$ cat config.mk
export PLATFORM = sky130hd
export DESIGN_NAME = collision_judge
export DESIGN_NICKNAME = d
export VERILOG_FILES = /design/src/rtl/game_pkg.sv /design/src/rtl/obs_overlap.sv /design/src/rtl/collision_judge.sv
export SDC_FILE = /design/constraint.sdc
export NUM_CORES = 1
export LEC_CHECK = 0
export CAP_MARGIN = 20
export CORE_MARGIN = 10
export CORE_UTILIZATION = 63
export CTS_CLUSTER_DIAMETER = 40
export DETAILED_ROUTE_END_ITERATION = 10
export DONT_BUFFER_PORTS = 1
export HOLD_SLACK_MARGIN = 0.05
export PLACE_DENSITY = 0.79
export SLEW_MARGIN = 20
export SYNTH_ARGS = -nofsm -noshare
export SYNTH_HDL_FRONTEND = slang
export SYNTH_SLANG_ARGS = --single-unit
export TNS_END_PERCENT = 10
$ cat constraint.sdc
create_clock -name clk -period 4.4 [get_ports clk]
set_input_delay 0.22 -clock clk [delete_from_list [all_inputs] [get_ports clk]]
set_output_delay 0.22 -clock clk [all_outputs]
set_load 0.01 [all_outputs]
$ cat src/rtl/game_pkg.sv
// Shared game types and geometry defaults for the obstacle game.
// Latency: none (declarations only).
// Backpressure: none (declarations only).
package game_pkg;

    typedef enum logic [1:0] {
        IDLE = 2'd0,
        RUN  = 2'd1,
        DEAD = 2'd2,
        WON  = 2'd3
    } judge_state_t;

    localparam int PLAYER_X  = 100;
    localparam int PLAYER_W  = 16;
    localparam int OBS_W     = 16;
    localparam int OBS_H     = 24;
    localparam int WIN_COUNT = 20;

endpackage

$ cat src/rtl/obs_overlap.sv
// Per-slot geometry test: overlap with player, fully passed, respawned right.
// Latency: combinational, zero cycles.
// Backpressure: none; pure function of the slot inputs.
module obs_overlap #(
    parameter int X_W      = 10,
    parameter int PLAYER_X = 100,
    parameter int PLAYER_W = 16,
    parameter int OBS_W    = 16,
    parameter int OBS_H    = 24
) (
    input  logic [X_W-1:0] x,
    input  logic           valid,
    input  logic [X_W-1:0] distance,
    output logic           overlap,
    output logic           passed_cond,
    output logic           respawn_cond
);

    // One extra bit of headroom so x + OBS_W can never wrap.
    localparam logic [X_W:0] PX_BEG = (X_W+1)'(PLAYER_X);
    localparam logic [X_W:0] PX_END = (X_W+1)'(PLAYER_X + PLAYER_W);
    localparam logic [X_W:0] OW     = (X_W+1)'(OBS_W);
    localparam logic [X_W:0] OH     = (X_W+1)'(OBS_H);

    logic [X_W:0] x_ext;
    logic [X_W:0] x_end;
    logic [X_W:0] dist_ext;

    assign x_ext    = {1'b0, x};
    assign x_end    = x_ext + OW;
    assign dist_ext = {1'b0, distance};

    assign overlap      = valid && (x_ext < PX_END) && (x_end > PX_BEG) && (dist_ext < OH);
    assign passed_cond  = valid && (x_end <= PX_BEG);
    assign respawn_cond = (x_ext >= PX_END);

endmodule

$ cat src/rtl/collision_judge.sv
// Per-tick collision/score judge driving playerDeath and win for the game FSM.
// Latency: one cycle from a sampled game_tick to updated outputs.
// Backpressure: none; evaluates every game_tick while in RUN, holds otherwise.
module collision_judge #(
    parameter int NUM_OBS       = 4,
    parameter int X_W           = 10,
    parameter int PLAYER_X      = game_pkg::PLAYER_X,
    parameter int PLAYER_W      = game_pkg::PLAYER_W,
    parameter int OBS_W         = game_pkg::OBS_W,
    parameter int OBS_H         = game_pkg::OBS_H,
    parameter int DEATH_CONFIRM = 2,
    parameter int WIN_COUNT     = game_pkg::WIN_COUNT
) (
    input  logic                   clk,
    input  logic                   reset,
    input  logic                   game_tick,
    input  logic                   play_en,
    input  logic [X_W-1:0]         distance,
    input  logic [NUM_OBS*X_W-1:0] obs_x,
    input  logic [NUM_OBS-1:0]     obs_valid,
    output logic                   playerDeath,
    output logic                   win,
    output logic [7:0]             score,
    output logic [NUM_OBS-1:0]     hit_flags
);

    import game_pkg::*;

    localparam int HC_W  = $clog2(DEATH_CONFIRM + 1);
    localparam int CNT_W = $clog2(NUM_OBS + 1);

    judge_state_t state, state_next;

    logic [HC_W-1:0]    hit_cnt, hit_next;
    logic [NUM_OBS-1:0] ov, pc, rc;
    logic [NUM_OBS-1:0] passed, passed_next;
    logic [NUM_OBS-1:0] hist, hist_next;
    logic [NUM_OBS-1:0] clr;
    logic [CNT_W-1:0]   clr_cnt;
    logic [8:0]         sum_ext;
    logic [7:0]         score_next;
    logic               eval, any_ov, death_hit, win_hit;
    int                 hit_inc;

    for (genvar g = 0; g < NUM_OBS; g++) begin : g_slot
        obs_overlap #(
            .X_W      (X_W),
            .PLAYER_X (PLAYER_X),
            .PLAYER_W (PLAYER_W),
            .OBS_W    (OBS_W),
            .OBS_H    (OBS_H)
        ) u_ovl (
            .x            (obs_x[g*X_W +: X_W]),
            .valid        (obs_valid[g]),
            .distance     (distance),
            .overlap      (ov[g]),
            .passed_cond  (pc[g]),
            .respawn_cond (rc[g])
        );
    end

    assign eval        = (state == RUN) && play_en && game_tick;
    assign playerDeath = (state == DEAD);
    assign win         = (state == WON);

    // Tick evaluation: hit counter, per-slot passed/history flags and score sum.
    always_comb begin
        any_ov      = |ov;
        hit_inc     = int'(hit_cnt) + 1;
        death_hit   = any_ov && (hit_inc >= DEATH_CONFIRM);
        hit_next    = '0;
        clr_cnt     = '0;
        passed_next = passed;
        hist_next   = hist;
        clr         = '0;
        if (any_ov) begin
            hit_next = death_hit ? HC_W'(DEATH_CONFIRM) : HC_W'(hit_inc);
        end
        for (int i = 0; i < NUM_OBS; i++) begin
            // A pass only scores if the slot never overlapped since it last reset.
            clr[i]  = pc[i] && !passed[i] && !hist[i];
            clr_cnt = clr_cnt + CNT_W'(clr[i]);
            if (rc[i] || !obs_valid[i]) begin
                passed_next[i] = 1'b0;
                hist_next[i]   = 1'b0;
            end else begin
                if (pc[i]) passed_next[i] = 1'b1;
                if (ov[i]) hist_next[i]   = 1'b1;
            end
        end
        sum_ext    = {1'b0, score} + 9'(clr_cnt);
        win_hit    = int'(sum_ext) >= WIN_COUNT;
        score_next = win_hit ? 8'(WIN_COUNT) : sum_ext[7:0];
    end

    // Next-state logic; death takes priority over win on the same tick.
    always_comb begin
        state_next = state;
        case (state)
            IDLE: if (play_en) state_next = RUN;
            RUN: begin
                if (!play_en)             state_next = IDLE;
                else if (eval && death_hit) state_next = DEAD;
                else if (eval && win_hit)   state_next = WON;
            end
            DEAD, WON: if (!play_en) state_next = IDLE;
            default: state_next = IDLE;
        endcase
    end

    // State register.
    always_ff @(posedge clk or posedge reset) begin
        if (reset) state <= IDLE;
        else       state <= state_next;
    end

    // Datapath registers: cleared in IDLE or when play stops, updated on evaluated ticks.
    always_ff @(posedge clk or posedge reset) begin
        if (reset) begin
            hit_cnt   <= '0;
            passed    <= '0;
            hist      <= '0;
            score     <= '0;
            hit_flags <= '0;
        end else if (state == IDLE || !play_en) begin
            hit_cnt   <= '0;
            passed    <= '0;
            hist      <= '0;
            score     <= '0;
            hit_flags <= '0;
        end else if (eval) begin
            hit_cnt   <= hit_next;
            passed    <= passed_next;
            hist      <= hist_next;
            score     <= score_next;
            hit_flags <= ov;
        end
    end

endmodule

Word-level counts from Yosys, hierarchy flattened
Cells that the tools add are included.
{ "totals": {"reg_bits": 24, "output_inout_bits": 14, "wordCells": 149} }
{ "classes": {"add_sub_neg": 9, "magnitude_cmp": 19, "n_eq_ne": 6, "n_mux": 35, "n_reduce_logical": 68} }
{ "op_table": {"columns": ["cell", "count"], "rows": [
  ["$add 10x5->11 const B", 4],
  ["$gt 11x7->1 const B", 4],
  ["$le 11x7->1 const B", 4],
  ["$ge 10x7->1 const B", 4],
  ["$lt 10x7->1 const B", 4],
  ["$logic_and 1x1->1", 29],
  ["$mux 4", 6],
  ["$mux 8", 3],
  ["$reduce_bool 3->1", 8],
  ["$mux 2", 9],
  ["$mux 1", 16],
  ["$reduce_and 2->1", 8],
  ["$logic_not 1->1", 13],
  ["$lt 10x5->1 const B", 1],
  ["$add 8x3->9", 1],
  ["$ge 9x5->1 const B", 1],
  ["$pmux 2 s3", 1],
  ["$logic_or 1x1->1", 5],
  ["$eq 2x2->1 const B", 2],
  ["$ne 2x2->1 const B", 2],
  ["$ne 4x2->1 const B", 1],
  ["$reduce_or 4->1", 1],
  ["$add 2x1->3", 1],
  ["$add 2x1->3 const B", 1],
  ["8 further kinds", 8]
]} }

Depth between registers and ports, before layout
{ "depth": {"depth_word": 15, "depth_mapped": 18} }

Cells and area by module
A second synthesis with hierarchy kept.
{ "hier_totals": {"cells_unflattened": 222, "area_unflattened_um2": 1840.5} }
{ "modules_own_cells": {"columns": ["mod", "instances", "cells_each", "area_each_um2", "seq_area_each_um2"], "rows": [
  ["collision_judge", 1, 138, 1271.2, 600.6],
  ["obs_overlap (g_slot[0].u_ovl ...)", 3, 21, 145.1, 0.0],
  ["obs_overlap (g_slot[3].u_ovl)", 1, 21, 133.9, 0.0]
]} }

Worst setup path before layout
OpenSTA, ideal clock, no wires.
{ "synth_path": {"path_type": "input to register", "from": "input obs_x[4]", "to": "register score[4]", "setup_time_ns": 0.144, "arrival_time_ns": 3.429, "required_ns": 4.256, "slack_ns": 0.828, "path_stages": 16, "n_path_buf": 0, "cell_sequence": "ha_1 > nand2b_1 > mux2i_1 > o41ai_1 > nor2_1 > nand2_1 > fa_1 > inv_1 > fa_1 > inv_1 > fa_1 > nor2b_1 > or4b_4 > a221oi_4 > and3_1 > a311oi_1"} }
{ "synth_via": {"elab_chain_cells": 13} }
{ "synth_rtl": {"columns": ["item", "line", "text"], "rows": [
  ["from (decl)", "collision_judge.sv:19", "input logic [NUM_OBS*X_W-1:0] obs_x,"],
  ["$add 10x5->11 *", "obs_overlap.sv:30", "assign x_end = x_ext + OW;"],
  ["$le 11x7->1 *", "obs_overlap.sv:34", "assign passed_cond = valid && (x_end <= PX_BEG);"],
  ["$logic_and 1x1->1 *", "obs_overlap.sv:34", null],
  ["$logic_and 1x1->1 * (2 in a row)", "collision_judge.sv:81", "clr[i] = pc[i] && !passed[i] && !hist[i];"],
  ["$add 1x1->2 *", "collision_judge.sv:82", "clr_cnt = clr_cnt + CNT_W'(clr[i]);"],
  ["$add 2x1->3 *", "collision_judge.sv:82", null],
  ["$add 3x1->3 *", "collision_judge.sv:82", null],
  ["$add 8x3->9 *", "collision_judge.sv:91", "sum_ext = {1'b0, score} + 9'(clr_cnt);"],
  ["$ge 9x5->1", "collision_judge.sv:92", "win_hit = int'(sum_ext) >= WIN_COUNT;"],
  ["$mux 8 *", "collision_judge.sv:93", "score_next = win_hit ? 8'(WIN_COUNT) : sum_ext[7:0];"],
  ["$mux 8 *", "collision_judge.sv:131", "end else if (eval) begin"],
  ["$mux 8 *", "collision_judge.sv:125", "end else if (state == IDLE || !play_en) begin"],
  ["to (signal assigned)", "collision_judge.sv:135", "score <= score_next;"],
  ["to (decl)", "collision_judge.sv:23", "output logic [7:0] score,"]
]} }
Every way passes the cells marked *; elsewhere a longest branch is shown, timed or not. The select of a mux whose other input is x is not followed.
A chain may end at the register's enable or synchronous reset.

Worst setup path in the final report
Same ends and word-level chain as after synthesis.

==> summary.txt <==
Timing
  – Final Setup Violations: 0
  – Clock skew: 0.001052 ns
  – Max-slew violations: 0
  – Worst Max-Slew Pin Slew: 0.8815 ns
  – Max_slew headroom: 41.17%
  – Final worst setup slack: 0.8060 ns
  – Post-route setup TNS: 0 ns
  – Fin crit share: 81.68%
  – Final hold violation count: 0
  – RSZ-0062 raised after global routing: false
  – Max Freq: 0.2782 GHz
  – Min Tclk post-route: 3.594 ns

Floorplanning
  – Core box area: 2545 um^2
  – Die H: 72.49 um
  – Ports: 72
  – Die Area: 5254 um^2
  – Die width: 72.49 um
  – Initial core utilization: 68.19%
  – Row cnt: 18

Placement
  – Pre-CTS setup slack: 0.4465 ns
  – Gpl congestion: 0.7618
  – Dpl cells: 216
  – Number of port buffers: 0
  – Detailed Place HPWL: 3395 um

Global route
  – GRT Overall Usage: 15.74%
  – First-pass GRT wire length: 6982 um
  – GRT Residual Overflow: 0
  – Vias in the first global route: 1508
  – Pin count of the biggest net entering global routing: 25
  – Initial antenna violation count: 0

Yosys
  – Main combinational cell family by area after synthesis: simple AND/OR/NAND/NOR gates
  – Cell variety after synth: 49
  – Synthesized cell area: 1735 um^2
  – Largest area contributor in the netlist: dfrtp_1
  – Leading post-synthesis cells by cell area: dfrtp_1, ha_1, a211oi_1, fa_1, nor2_1
  – Syn nets: 261
  – Post-synthesis simple-gate area fraction: 24.30%
  – Syn Area/Cell: 9.134 um^2
  – Cells after Synth: 190
  – Async S/R FF share, synth: 100.0%
  – Post-synth EDFFs: 0
  – Post-synthesis adder-cell area fraction: 10.67%
  – FF+latch count, synth: 24
  – Share of Yosys cell area claimed by the top area cell type: 34.61%
  – Most frequent cell after synthesis: dfrtp_1
  – Predominant post-synthesis flop cell: dfrtp_1
  – XOR/XNOR Fraction of Synth Area: 2.019%
  – Area fraction in compound gates after synthesis: 21.77%
  – Most frequent cells after synthesis: dfrtp_1, nor2_1, inv_1, nand2_1
  – Mux cell area share after synthesis: 1.730%
  – Synth warnings: 0
  – Sequential fraction of the synthesis area: 34.61%

Clock tree
  – TritonCTS buffer count: 3
  – Clock sink count: 24
  – CTS Buffer Depth: 2
  – Clock Pin Slew Worst Setup and Hold Paths: 0.14 ns
  – H-tree Lvls: 1
  – Resized Gates After CTS: 0
  – Worst-skew pair later-pin latency: 0.32 ns
  – Root Buffer Master: clkbuf_4
  – Postcts setup bufs: 0
  – # hold bufs at CTS: 1
  – CTS tree: built

Layout
  – Final Util: 71.29%
  – Fillers: 195
  – Final nets: 263
  – Post-Layout Cell Count: 221
  – Area grow syn2layout: 4.542%
  – Multi-input combinational cell area: 1050 um^2
  – Layout cells sized above 1: 5.759%
  – Reg area: 600.6 um^2
  – # diodes: 0

Worst setup path
  – Startpoint Class: input pin
  – CP Data Required Time: 4.60 ns
  – Worst endpoint data arrival time: 3.79 ns
  – Worst setup EP type: flop
  – Crit path kind: input pin to flop
  – CP Max Fanout: 7

Route
  – Total Routed Length: 4169 um
  – Detailed Routing Iterations Pass 1: 4
  – Initial DRC Count: 64
  – Antenna viol nets, final: 0
  – Drt wl/cell: 18.86 um
  – Via-to-Cell Ratio: 6.525
  – Drt drc: 0
  – Via Count: 1442

Pwr
  – Max VDD drop: 236.4 uV
  – Power per standard cell area: 240.7 nW/um^2
  – Leakage: 0.0007719 uW

Flow run
  – Max Cap Violations: 0

Run status
  – Outcome: completed

Worst hold path
  – Hold Crit Class: input pin to flop
state kept, by name (all words and copies together) (netlist names):
name / count
score: 8
hist: 4
hit_flags: 4
passed: 4
hit_cnt: 2
state: 2
worst paths after layout:
check | startpoint | endpoint | slack (ns) | cells after the start
min reg2reg | hit_cnt[1] | hit_cnt[1] | 0.50 | 2
max in group asynchronous | reset | hist[3] | 3.35 | 2
min | play_en | state[0] | 0.12 | 2
max | obs_x[4] | score[4] | 0.81 | 16
max reg2reg | passed[2] | score[4] | 0.94 | 12
min in group asynchronous | reset | hist[0] | 0.52 | 2
kinds of logic after synthesis:
logic type      count (synthesis)
xor+xnor                        4
buf+inv                        20
mux                             3
compound gates                 51
flops                          24
fa+ha+maj                      13
simple gates                   75
critical path: stages:
cell	delay, ns
ha_1	0.22
nand2b_1	0.16
mux2i_1	0.13
o41ai_1	0.12
nor2_1	0.15
nand2_1	0.12
fa_1	0.51
inv_1	0.05
fa_1	0.44
inv_1	0.08
fa_1	0.20
nor2b_1	0.10
or4b_4	0.53
a221oi_4	0.40
and3_1	0.25
a311oi_1	0.11
metrics by stage:
stage               hold slack [ns]  total power, uW  area [um^2]
finish                       0.1157            436.7         1814
CTS                          0.1188            434.5         1814
floorplan                    0.2346            267.8         1735
global placement             0.3345            273.5         1752
global route                 0.1100            453.0         1814
detailed placement           0.3436            276.2         1752
where the power goes:
part	internal, uW	leakage, uW	total, uW	switching [uW]
Sequential	221	0.000333	223	1.06
Clock	92.2	0.0000279	164	71.4
Combinational	20.8	0.000411	50.5	29.6
layer usage:
metal / up-vias / global-route usage (%) / part of all wire [%]
met5: - / 0 / 0
met4: 0 / 4.008 / 0.91
met3: 5 / 6.803 / 13
met2: 64 / 27.50 / 49
met1: 672 / 17.01 / 37
li1: 701 / - / -
layout make-up:
cell class                 count  area share (%)
multi-input combinational    146           57.86
sequential                    24           33.10
inverter                      15           3.103
tap                           30           2.069
clock inverter                 1           1.655
clock buffer                   3           1.241
timing repair buffer           2          0.9655
cells in the final DEF (no fill, tap or decap), types with 2 or more instances in the layout:
master     instances
dfrtp_1           24
nor2_1            16
nand2_1           15
inv_1             15
a21oi_1           10
ha_1              10
a211oi_1           9
nor2b_1            8
nand3_1            7
nor4b_1            4
a31oi_1            4
and2_1             4
mux2i_1            3
nor3b_1            3
o21ai_0            3
o21ai_1            3
a22o_1             3
a41oi_1            3
fa_1               3
clkbuf_4           3
o2111ai_1          2
xor2_1             2
o211ai_1           2
nand4b_1           2
nand2b_1           2
xnor2_1            2
nor4_1             2
nor3_1             2
and3_1             2
and2b_2            2
Power figures use the tool's default switching activity.
